$ cat config.mk
export PLATFORM = sky130hd
export DESIGN_NAME = keypad_scanner
export DESIGN_NICKNAME = d
export VERILOG_FILES = /design/src/rtl/keypad_scanner.sv
export SDC_FILE = /design/constraint.sdc
export NUM_CORES = 1
export LEC_CHECK = 0
export CORE_UTILIZATION = 57
export CTS_BUF_LIST = sky130_fd_sc_hd__clkbuf_8
export DETAILED_ROUTE_END_ITERATION = 12
export GPL_ROUTABILITY_DRIVEN = 0
export PLACE_DENSITY = 0.82
export SYNTH_ARGS = -nofsm -noshare
export SYNTH_HDL_FRONTEND = slang
export SYNTH_SLANG_ARGS = --single-unit
$ cat constraint.sdc
create_clock -name CLK -period 4.4 [get_ports CLK]
set_clock_uncertainty 0.15 [all_clocks]
set_input_delay 0.44 -clock CLK [delete_from_list [all_inputs] [get_ports CLK]]
set_output_delay 0.44 -clock CLK [all_outputs]
set_load 0.05 [all_outputs]
$ cat src/rtl/keypad_scanner.sv
// keypad_scanner: 4x4 active-low matrix keypad scanner with ghost rejection and press/release debounce.
// Optional macro DIGIT_SHIFT_EN builds a four-digit shift register of accepted keys on DIGITS.
module keypad_scanner #(
  parameter int SCAN_TICKS   = 50000,
  parameter int DEBOUNCE_CNT = 10
) (
  input  logic        CLK,
  input  logic        RESETN,
  output logic [3:0]  ROW,
  input  logic [3:0]  COL,
  output logic [3:0]  KEY_CODE,
  output logic        KEY_VALID,
  output logic        KEY_DOWN,
  output logic [15:0] DIGITS
);

  // state    | meaning
  // SCAN     | stepping rows each period, looking for a single-key sample
  // DEBOUNCE | row frozen, counting samples that match the captured column
  // HELD     | key accepted and reported, waiting for an idle sample
  // RELEASE  | counting idle samples before declaring the key released
  typedef enum logic [1:0] {SCAN, DEBOUNCE, HELD, RELEASE} state_t;

  localparam int            TW        = $clog2(SCAN_TICKS);
  localparam logic [TW-1:0] TICK_LAST = TW'(SCAN_TICKS - 1);
  localparam logic [7:0]    DB_LAST   = 8'(DEBOUNCE_CNT);

  state_t        state, state_nxt;
  logic [3:0]    col_s1, col_s2;
  logic [TW-1:0] tick;
  logic [1:0]    row_idx, row_nxt;
  logic [1:0]    col_idx, col_nxt;
  logic [7:0]    cnt, cnt_nxt, cnt_inc;
  logic          sample, single, accept, release_done;
  logic [1:0]    hit_col;
  logic [3:0]    code_nxt;

  function automatic logic [3:0] key_map(input logic [1:0] r, input logic [1:0] c);
    logic [3:0] k;
    case ({r, c})
      4'h0:    k = 4'h1;
      4'h1:    k = 4'h2;
      4'h2:    k = 4'h3;
      4'h3:    k = 4'hA;
      4'h4:    k = 4'h4;
      4'h5:    k = 4'h5;
      4'h6:    k = 4'h6;
      4'h7:    k = 4'hB;
      4'h8:    k = 4'h7;
      4'h9:    k = 4'h8;
      4'hA:    k = 4'h9;
      4'hB:    k = 4'hC;
      4'hD:    k = 4'hF;
      4'hE:    k = 4'hE;
      4'hF:    k = 4'hD;
      default: k = 4'h0;
    endcase
    return k;
  endfunction

  assign sample   = (tick == TICK_LAST);
  assign cnt_inc  = cnt + 8'd1;
  assign code_nxt = key_map(row_idx, hit_col);

  // Two or more low columns decode as idle so ghosted combinations are ignored.
  always_comb begin
    single  = 1'b1;
    hit_col = 2'd0;
    case (col_s2)
      4'b1110: hit_col = 2'd0;
      4'b1101: hit_col = 2'd1;
      4'b1011: hit_col = 2'd2;
      4'b0111: hit_col = 2'd3;
      default: single  = 1'b0;
    endcase
  end

  always_ff @(posedge CLK or negedge RESETN) begin
    if (!RESETN) state <= SCAN;
    else         state <= state_nxt;
  end

  always_comb begin
    state_nxt    = state;
    row_nxt      = row_idx;
    col_nxt      = col_idx;
    cnt_nxt      = cnt;
    accept       = 1'b0;
    release_done = 1'b0;
    if (sample) begin
      case (state)
        SCAN: begin
          if (single) begin
            col_nxt = hit_col;
            if (DB_LAST == 8'd1) begin
              state_nxt = HELD;
              accept    = 1'b1;
              cnt_nxt   = 8'd0;
            end else begin
              state_nxt = DEBOUNCE;
              cnt_nxt   = 8'd1;
            end
          end else begin
            row_nxt = row_idx + 2'd1;
          end
        end
        DEBOUNCE: begin
          if (single && hit_col == col_idx) begin
            if (cnt_inc == DB_LAST) begin
              state_nxt = HELD;
              accept    = 1'b1;
              cnt_nxt   = 8'd0;
            end else begin
              cnt_nxt = cnt_inc;
            end
          end else begin
            state_nxt = SCAN;
            row_nxt   = row_idx + 2'd1;
            cnt_nxt   = 8'd0;
          end
        end
        HELD: begin
          if (!single) begin
            if (DB_LAST == 8'd1) begin
              state_nxt    = SCAN;
              release_done = 1'b1;
              row_nxt      = row_idx + 2'd1;
              cnt_nxt      = 8'd0;
            end else begin
              state_nxt = RELEASE;
              cnt_nxt   = 8'd1;
            end
          end
        end
        RELEASE: begin
          if (single) begin
            state_nxt = HELD;
            cnt_nxt   = 8'd0;
          end else if (cnt_inc == DB_LAST) begin
            state_nxt    = SCAN;
            release_done = 1'b1;
            row_nxt      = row_idx + 2'd1;
            cnt_nxt      = 8'd0;
          end else begin
            cnt_nxt = cnt_inc;
          end
        end
        default: state_nxt = SCAN;
      endcase
    end
  end

  // ROW is registered so the row drive never glitches through a decode.
  always_ff @(posedge CLK or negedge RESETN) begin
    if (!RESETN) begin
      col_s1    <= 4'b1111;
      col_s2    <= 4'b1111;
      tick      <= '0;
      row_idx   <= 2'd0;
      col_idx   <= 2'd0;
      cnt       <= 8'd0;
      ROW       <= 4'b1110;
      KEY_CODE  <= 4'h0;
      KEY_VALID <= 1'b0;
      KEY_DOWN  <= 1'b0;
    end else begin
      col_s1    <= COL;
      col_s2    <= col_s1;
      tick      <= sample ? '0 : tick + TW'(1);
      row_idx   <= row_nxt;
      col_idx   <= col_nxt;
      cnt       <= cnt_nxt;
      ROW       <= ~(4'b0001 << row_nxt);
      KEY_VALID <= accept;
      if (accept) KEY_CODE <= code_nxt;
      if (accept)            KEY_DOWN <= 1'b1;
      else if (release_done) KEY_DOWN <= 1'b0;
    end
  end

`ifdef DIGIT_SHIFT_EN
  logic [15:0] digits;

  always_ff @(posedge CLK or negedge RESETN) begin
    if (!RESETN)     digits <= 16'h0000;
    else if (accept) digits <= {digits[11:0], code_nxt};
  end

  assign DIGITS = digits;
`else
  assign DIGITS = 16'h0000;
`endif

endmodule

==> impl_metrics.tcl <==
set metrics [dict create \
    wl_per_cell_microns 14.5 \
    cts_setup_buffers 0 \
    hold_viol 0 \
    cp-start-kind "register" \
    netlist.area_leader.share_pct 36.3 \
    clockBufferDepth 2 \
    synth_edf_count 0 \
    netlist_area_sq_mm 0.00255 \
    utilization_pct 67.3 \
    die_x_microns 68.9 \
    ctsHoldBuffers 0 \
    io_buffers 15 \
    drc 0 \
    cts-root-buf "clkbuf_8" \
    grt_use_met3_pct 5.59 \
    run_status "complete, no violations" \
    fin_hold_ws_ns 0.161 \
    cts_buffers 5 \
    ios 32 \
    drtIter0Drc 128 \
    nFillCells 323 \
    met1_usage_pct 29.7 \
    yosysTopAreaCell "dfrtp_1" \
    firstDrtPassIters 4 \
    post-route-period-util_pct 62.8 \
    drive_above_1_share_pct 12.4 \
    vias_per_cell 5.80 \
    yosys_warnings 0 \
    dieArea_sq_mm 0.00475 \
    cp_max_fo 12 \
    area_growth_pct 9.26 \
    grt_pass1_wl_mm 7.87 \
    cp-end-kind "register" \
    vdd_drop_max_mv 0.174 \
    ys_seq_area_share_pct 47.6 \
    dpl.cell_count 308 \
    hp-class "in -> async" \
    min_period_ns 2.76 \
    cts_tree "done" \
    grt_util_met2_pct 36.0 \
    synth_top_cells_by_area "dfrtp_1, dfstp_2, xnor2_1" \
    ys_ff_latch 48 \
    grt_pass1_vias 1757 \
    num_rows 23 \
    synth.most_common_cell "dfrtp_1" \
    worstMarginPinSlew_ns 1.03 \
    slew_viol_final 0 \
    arrival_ns 2.80 \
    ys.flop_type "dfrtp_1" \
    r2r_setup_slack_ns 1.64 \
    dpl.hpwl_mm 3.28 \
    busiest_layer "met2" \
    grt_antenna_before_repair 0 \
    clkSinkCount 48 \
    cts.clk_slew.worst_paths_ns 0.09 \
    synth_area_per_cell_sq_um 10.2 \
    grt_max_degree 49 \
    criticalPathCategory "reg -> reg" \
    setup-tns-final_ns 0 \
    synthDistinctLibCells 52 \
    routed-via-count 1833 \
    synthArstFlopShare_pct 100 \
    finalSetupViolCount 0 \
    syn_inst 250 \
    p_leak_uw 0.00119 \
    grt_remaining_overflow 0 \
    core_sq_mm 0.00414 \
    antenna_cells 0 \
    synth_commonest_cells "dfrtp_1, nand2_1, nor2_1, buf_4, xnor2_1" \
    max_freq_mhz 362 \
    max-slew-margin-rel_pct 31.5 \
    htree_levels 2 \
    insertion_delay_ns 0.30 \
    globalRouteTotalUtil_pct 22.8 \
    worstPathRequired_ns 4.43 \
    detailed_place.area_sq_mm 0.00267 \
    die_y_microns 68.9 \
    postLayoutCellArea_sq_mm 0.00279 \
    wl_mm 4.58 \
    maxCapViolCount 0 \
    fin_nets 277 \
    power_per_cell_area_mw_per_mm2 300 \
    cts_resized 0 \
    start_util_pct 61.6 \
    stdcell_count 316 \
    antenna_left 0 \
    rsz0062_at_grt "no" \
]
-- worst max-delay path, stage by stage, from the launching register on --
cell and delay, ns:
dfrtp_1 0.43, nor4bb_1 0.38, and4b_1 0.52, nand2_1 0.36, nor4_4 0.40, mux2_2 0.39
-- layer usage --
metal / part of all wire (%) / routed length [microns] / vias to the layer above
met2: 46 / 2100 / 46
met5: 0 / 0 / -
met1: 48 / 2210 / 898
met3: 3.8 / 173 / 9
li1: - / - / 880
met4: 2.1 / 98 / 0
-- layout by cell type (no fill, tap or decap), types with 2 or more instances in the layout --
cell              n
nand2b_1          4
dfstp_2          11
nand4_1           5
nand3b_1          2
o21ai_0           9
and3_1            4
nor3_1            8
inv_1            13
and2_1            3
or2_2             3
clkbuf_8          6
nor4_1            6
xor2_1            8
nand3_1           9
ha_1              6
nor2_1           17
a2111oi_0         4
clkdlybuf4s50_1  14
or3_1             2
a21oi_1           3
conb_1           16
xnor2_1          14
nor4bb_1          2
nor4b_1           2
a311oi_1          2
a22o_1            2
dfrtp_1          37
nand2_1          19
mux2_2            5
a2bb2oi_1         3
a21o_1            3
nand4b_1          2
-- final cells by class --
cell class	count	area, sq um	area share (%)
Sequential cell	48	1210	43.5
Multi-Input combinational cell	182	1200	43.1
Timing Repair Buffer	15	145	5.20
Clock buffer	6	82.6	2.96
Tap cell	50	62.6	2.24
Inverter	13	48.8	1.75
Clock inverter	2	33.8	1.21
-- metrics by stage --
stage	power [uW]	setup WS [ns]
floorplan	516	2.15
global placement	520	1.73
detailed placement	521	1.63
CTS	843	1.63
global route	862	1.37
finish	836	1.64
-- state kept, by name (all words and copies together) (netlist names) --
signal	cells
cnt	8
KEY_VALID	1
tick	16
state	2
row_idx	2
KEY_CODE	4
col_s2	4
KEY_DOWN	1
ROW	4
col_s1	4
col_idx	2
-- where the power goes --
| group | internal (uW) | leakage, uW | switching, uW |
|---|---|---|---|
| sequential | 448 | 0.000618 | 3.70 |
| clock | 183 | 0.0000588 | 141 |
| combinational | 11.4 | 0.000513 | 49.5 |
-- worst paths after layout --
check,start,endpoint,cells past startpoint
max in group asynchronous,RESETN,cnt[5],1
hold reg to reg,col_s1[3],col_s2[3],0
hold / removal,RESETN,tick[8],1
setup / recovery,tick[5],KEY_CODE[0],5
setup reg to reg,tick[5],KEY_CODE[0],5
min in group CLK,col_s1[3],col_s2[3],0
-- kinds of logic after synthesis --
logic type	share of synthesized area (%)
buffers and inverters	7.55
muxes	2.60
other	0.147
xor gates and xnor gates	7.55
DFF	47.6
adders and majority gates	2.94
and+or+nand+nor	20.5
AOI/OAI and AO/OA	11.1
No activity file was read; power rests on OpenSTA's default activity.
==> RTL change 1: new RTL, same settings <==
`SCAN_TICKS`: 50000 -> 200000.
--- a/src/rtl/keypad_scanner.sv
+++ b/src/rtl/keypad_scanner.sv
@@ -1,7 +1,7 @@
 // keypad_scanner: 4x4 active-low matrix keypad scanner with ghost rejection and press/release debounce.
 // Optional macro DIGIT_SHIFT_EN builds a four-digit shift register of accepted keys on DIGITS.
 module keypad_scanner #(
-  parameter int SCAN_TICKS   = 50000,
+  parameter int SCAN_TICKS   = 200000,
   parameter int DEBOUNCE_CNT = 10
 ) (
   input  logic        CLK,
Function: no difference found for any inputs over 10 cycles, from zero or initial values and one cycle with RESETN low; that may be too few to reach the edited logic, so the function may still have changed.
==> RTL change 1 against the original RTL <==
Count of clock-buffer cells in the layout shrank 1. Sequential cell count up 2. Power is 1.2% higher. Worst hold slack lost 0.089 ns. Fmax up 3.2%. Synthesized area is 5.6% higher. Final area is 4.5% higher. Worst setup slack better by 0.085 ns. First-iteration DRC count up 2.3%. Routed wire length grew 6.9%. Combinational power rose by 0.8%. Largest cell class is now multi-input gates.
==> RTL change 1: results (changes against the original RTL) <==
fillers -> 363 (+12%)
ClkCell Share -> 3.65% (-0.52 points)
Post-layout nets -> 301 (+8.7%)
GRT Total Usage -> 21.8% (-1.1 points)
Yosys cell types -> 57 (+9.6%)
Arr. time, crit path -> 2.72 ns (-0.08 ns)
met3 wire len -> 156 um (-9.8%)
Avg WL per Cell -> 14.3 um (-1.2%)
cell total after placement -> 334 (+8.4%)
share of layout cells above drive strength 1 -> 11.4% (-1.0 points)
CP max FO -> 7 (-5)
first-pass GRT wire length -> 8.69 mm (+11%)
final wirelength -> 4.90 mm (+6.9%)
biggest regs -> tick: 18 flops, cnt: 8 flops
clock buffers -> 5 (-1)
CP Capture Point -> KEY_CODE[3]$_DFFE_PN0P_
Power Combinational -> 0.0000614 W (+0.8%)
Metal-1 WL -> 2.30 mm (+3.9%)
#MultiIn Comb -> 203 (+12%)
ranking of synthesized cells by area -> dfrtp_1, dfstp_2, buf_4
Slowest cell on crit path -> dfrtp_1
CP Launch Point -> cnt[0]$_DFFE_PN0P_
reg2reg setup slack -> 1.72 ns (+0.09 ns)
number of global-route vias before repair -> 1946 (+11%)
Static Leak -> 1.29 nW (+8.6%)
DP HPWL -> 3.35 mm (+1.9%)
R2R depth -> 7 (+2)
n_taps -> 52 (+4.0%)
Psw -> 0.000203 W (+4.4%)
Layout non-clock buf frac -> 5.49% (+0.29 points)
number of vias per cell -> 5.73 (-1.3%)
status -> finished clean
Max VDD drop -> 151 uV (-13%)
Area Overhead vs Synth -> 8.07%
crit-path max cell delay -> 0.47 ns (-0.05 ns)
Signal buffers -> 17 (+2)
nonclk inv count -> 12 (-1)
met2 WL -> 2.34 mm (+12%)
Hold WS -> 0.0720 ns (-0.0891 ns)
Slew @ Worst Pin -> 0.634 ns (-0.393 ns)
First-pass DRT Iterations -> 7 (+3)
synthesis-stage register bit count -> 50 (+4.2%)
1st-iter DRT viols -> 131 (+2.3%)
Crit path max-delay family -> simple AND/OR/NAND/NOR gates
Final Power -> 0.000847 W (+1.2%)
top cells by count, synth -> dfrtp_1, nor2_1, o21ai_0
Seq. cell area -> 0.00126 mm2 (+4.1%)
largest net degree at the start of global routing -> 51 (+4.1%)
[RTL change 1: cell types whose count changed in the layout (fill, tap and decap cells not counted), sizes merged, moves of 3 or more]
cell,before,now
a2111oi,4,0
a21oi,4,9
a2bb2oi,3,0
nand3,9,12
nor2,17,23
nor2b,0,3
nor4,7,0
o21ai,10,22
or3,2,5
[RTL change 1: cells by family (layout without fill, tap and decap cells)]
logic type	Yosys count	in the layout	share of synthesized area (%)
XOR/XNOR	22	22	7.14
multiplexers	5	5	1.99
adder cells (fa/ha/maj)	6	6	2.78
AND/OR/NAND/NOR	102	102	20.2
flip-flops	50	50	46.9
other	1	16	0.139
AO/OA/AOI/OAI	52	52	12.7
buffers and inverters	38	37	8.16
[RTL change 1: metal layers]
layer,vias to the layer above,track usage (%)
li1,950,-
met1,944,28.5
met2,53,36.2
met3,12,3.85
met4,0,8.67
met5,-,0
==> RTL change 2: new RTL, same flow settings <==
Without the edit above. Encoding of `state_t`: now one-hot (4 bits for 4 states).
--- a/src/rtl/keypad_scanner.sv
+++ b/src/rtl/keypad_scanner.sv
@@ -19,7 +19,7 @@
   // DEBOUNCE | row frozen, counting samples that match the captured column
   // HELD     | key accepted and reported, waiting for an idle sample
   // RELEASE  | counting idle samples before declaring the key released
-  typedef enum logic [1:0] {SCAN, DEBOUNCE, HELD, RELEASE} state_t;
+  typedef enum logic [3:0] {SCAN = 4'b0001, DEBOUNCE = 4'b0010, HELD = 4'b0100, RELEASE = 4'b1000} state_t;
 
   localparam int            TW        = $clog2(SCAN_TICKS);
   localparam logic [TW-1:0] TICK_LAST = TW'(SCAN_TICKS - 1);
Behaviour: same outputs for any inputs over 10 cycles, from zero or initial values and one cycle with RESETN low; not proved beyond that.
==> RTL change 2 against the original RTL <==
Worst hold slack lost 0.0073 ns. Worst setup slack improved by 0.23 ns. Global-route usage shrank 2.0 points. Largest power group unchanged. Synthesized area up 11%. Count of clock-buffer cells in the layout decreased by 1. Power fell by 4.6%. Sequential cell count up 2. Final area rose by 8.3%. Routed wire length is 5.6% higher.
==> RTL change 2: results (changes against the original RTL) <==
cell total after placement -> 357 (+16%)
met3 wire len -> 180 um (+4.0%)
area of the multi-input gates -> 0.00140 mm2 (+16%)
Hold Crit Class -> input port to async pin
Post-CTS Setup Inserts -> 0 (unchanged)
number of vias per cell -> 5.49 (-5.3%)
cts repair resizes -> 0 (unchanged)
ranking of synthesized cells by area -> dfrtp_1, dfstp_2, buf_4
Slew @ Worst Pin -> 1.05 ns (+0.0234 ns)
H-tree Lvls -> 2 (unchanged)
diode count -> 0 (unchanged)
Max VDD drop -> 227 uV (+30%)
status -> finished clean
ClkCell Share -> 2.98% (-1.2 points)
First-pass DRT Iterations -> 4 (unchanged)
nonclk inv count -> 10 (-3)
fillers -> 431 (+33%)
Metal-1 WL -> 2.18 mm (-1.4%)
DP HPWL -> 3.50 mm (+6.4%)
via count -> 2004 (+9.3%)
CP max FO -> 18 (+6)
Signal buffers -> 15 (unchanged)
top cells by count, synth -> dfrtp_1, nand2_1, buf_4, nor2_1, o21ai_0
number of global-route vias before repair -> 1939 (+10%)
total CTS buffers -> 5 (unchanged)
port buffer count -> 15 (unchanged)
crit-path max cell delay -> 0.66 ns (+0.14 ns)
sequential share of cell area -> 41.9% (-1.7 points)
yosys synthesis warning count -> 0 (unchanged)
post-synthesis instance total -> 286 (+14%)
Seq Cell Count -> 50 (+4.2%)
M2 GR Usage -> 35.8% (-0.22 points)
Static Leak -> 1.31 nW (+9.8%)
Slowest cell on crit path -> and4_1
Worst R2R Start -> tick[12]$_DFF_PN0_
worst setup margin -> 1.87 ns (+0.229 ns)
met2 WL -> 2.38 mm (+13%)
Synth async-reset ratio -> 100% (unchanged)
WS Path Type -> flop to flop
CP Capture Point -> ROW[2]$_DFF_PN1_
Avg WL per Cell -> 13.3 um (-8.6%)
Crit path max-delay family -> simple AND/OR/NAND/NOR gates
1st-iter DRT viols -> 132 (+3.1%)
Post-layout nets -> 309 (+12%)
largest net degree at the start of global routing -> 51 (+4.1%)
Arr. time, crit path -> 2.61 ns (-0.19 ns)
met3 Usage GRT -> 4.86% (-0.73 points)
share of layout cells above drive strength 1 -> 12.4% (about the same)
Yosys cell types -> 63 (+21%)
Layout non-clock buf frac -> 4.80% (-0.40 points)
first-pass GRT wire length -> 8.41 mm (+6.9%)
#MultiIn Comb -> 215 (+18%)
Root Buffer -> clkbuf_8
met1 GRT Util -> 25.3% (-4.4 points)
R2R depth -> 6 (+1)
GRT Total Usage -> 20.9% (-2.0 points)
P_int -> 0.000591 W (-8.0%)
sequential area share after synthesis -> 44.8% (-2.8 points)
highest routed layer -> met4
-- RTL change 2: power by group through the flow --
stage / sequential, W / clock (W) / combinational (W)
after floorplan: 0.000476 / 0 / 0.0000616
after global placement: 0.000480 / 0 / 0.0000583
after detailed placement: 0.000481 / 0 / 0.0000594
after CTS: 0.000472 / 0.000275 / 0.0000596
after global routing: 0.000473 / 0.000293 / 0.0000646
final: 0.000472 / 0.000267 / 0.0000588
-- RTL change 2: per-stage QoR --
step	area (um2)	hold slack (ns)
after global placement	2930	0.195
final	3020	0.154
after detailed placement	2930	0.197
after global routing	3020	0.213
after floorplan	2880	-0.00559
after CTS	3020	0.210
-- RTL change 2: cells by family (layout without fill, tap and decap cells) --
kind of cell	after synthesis	count (layout)	share of synthesized area [%]
other cells	1	16	0.133
compound gates	55	55	13.1
xor+xnor	20	20	6.47
buf+inv	36	33	7.62
fa+ha+maj	6	6	2.66
flops	50	50	44.8
simple gates	110	110	22.0
mux	8	8	3.23
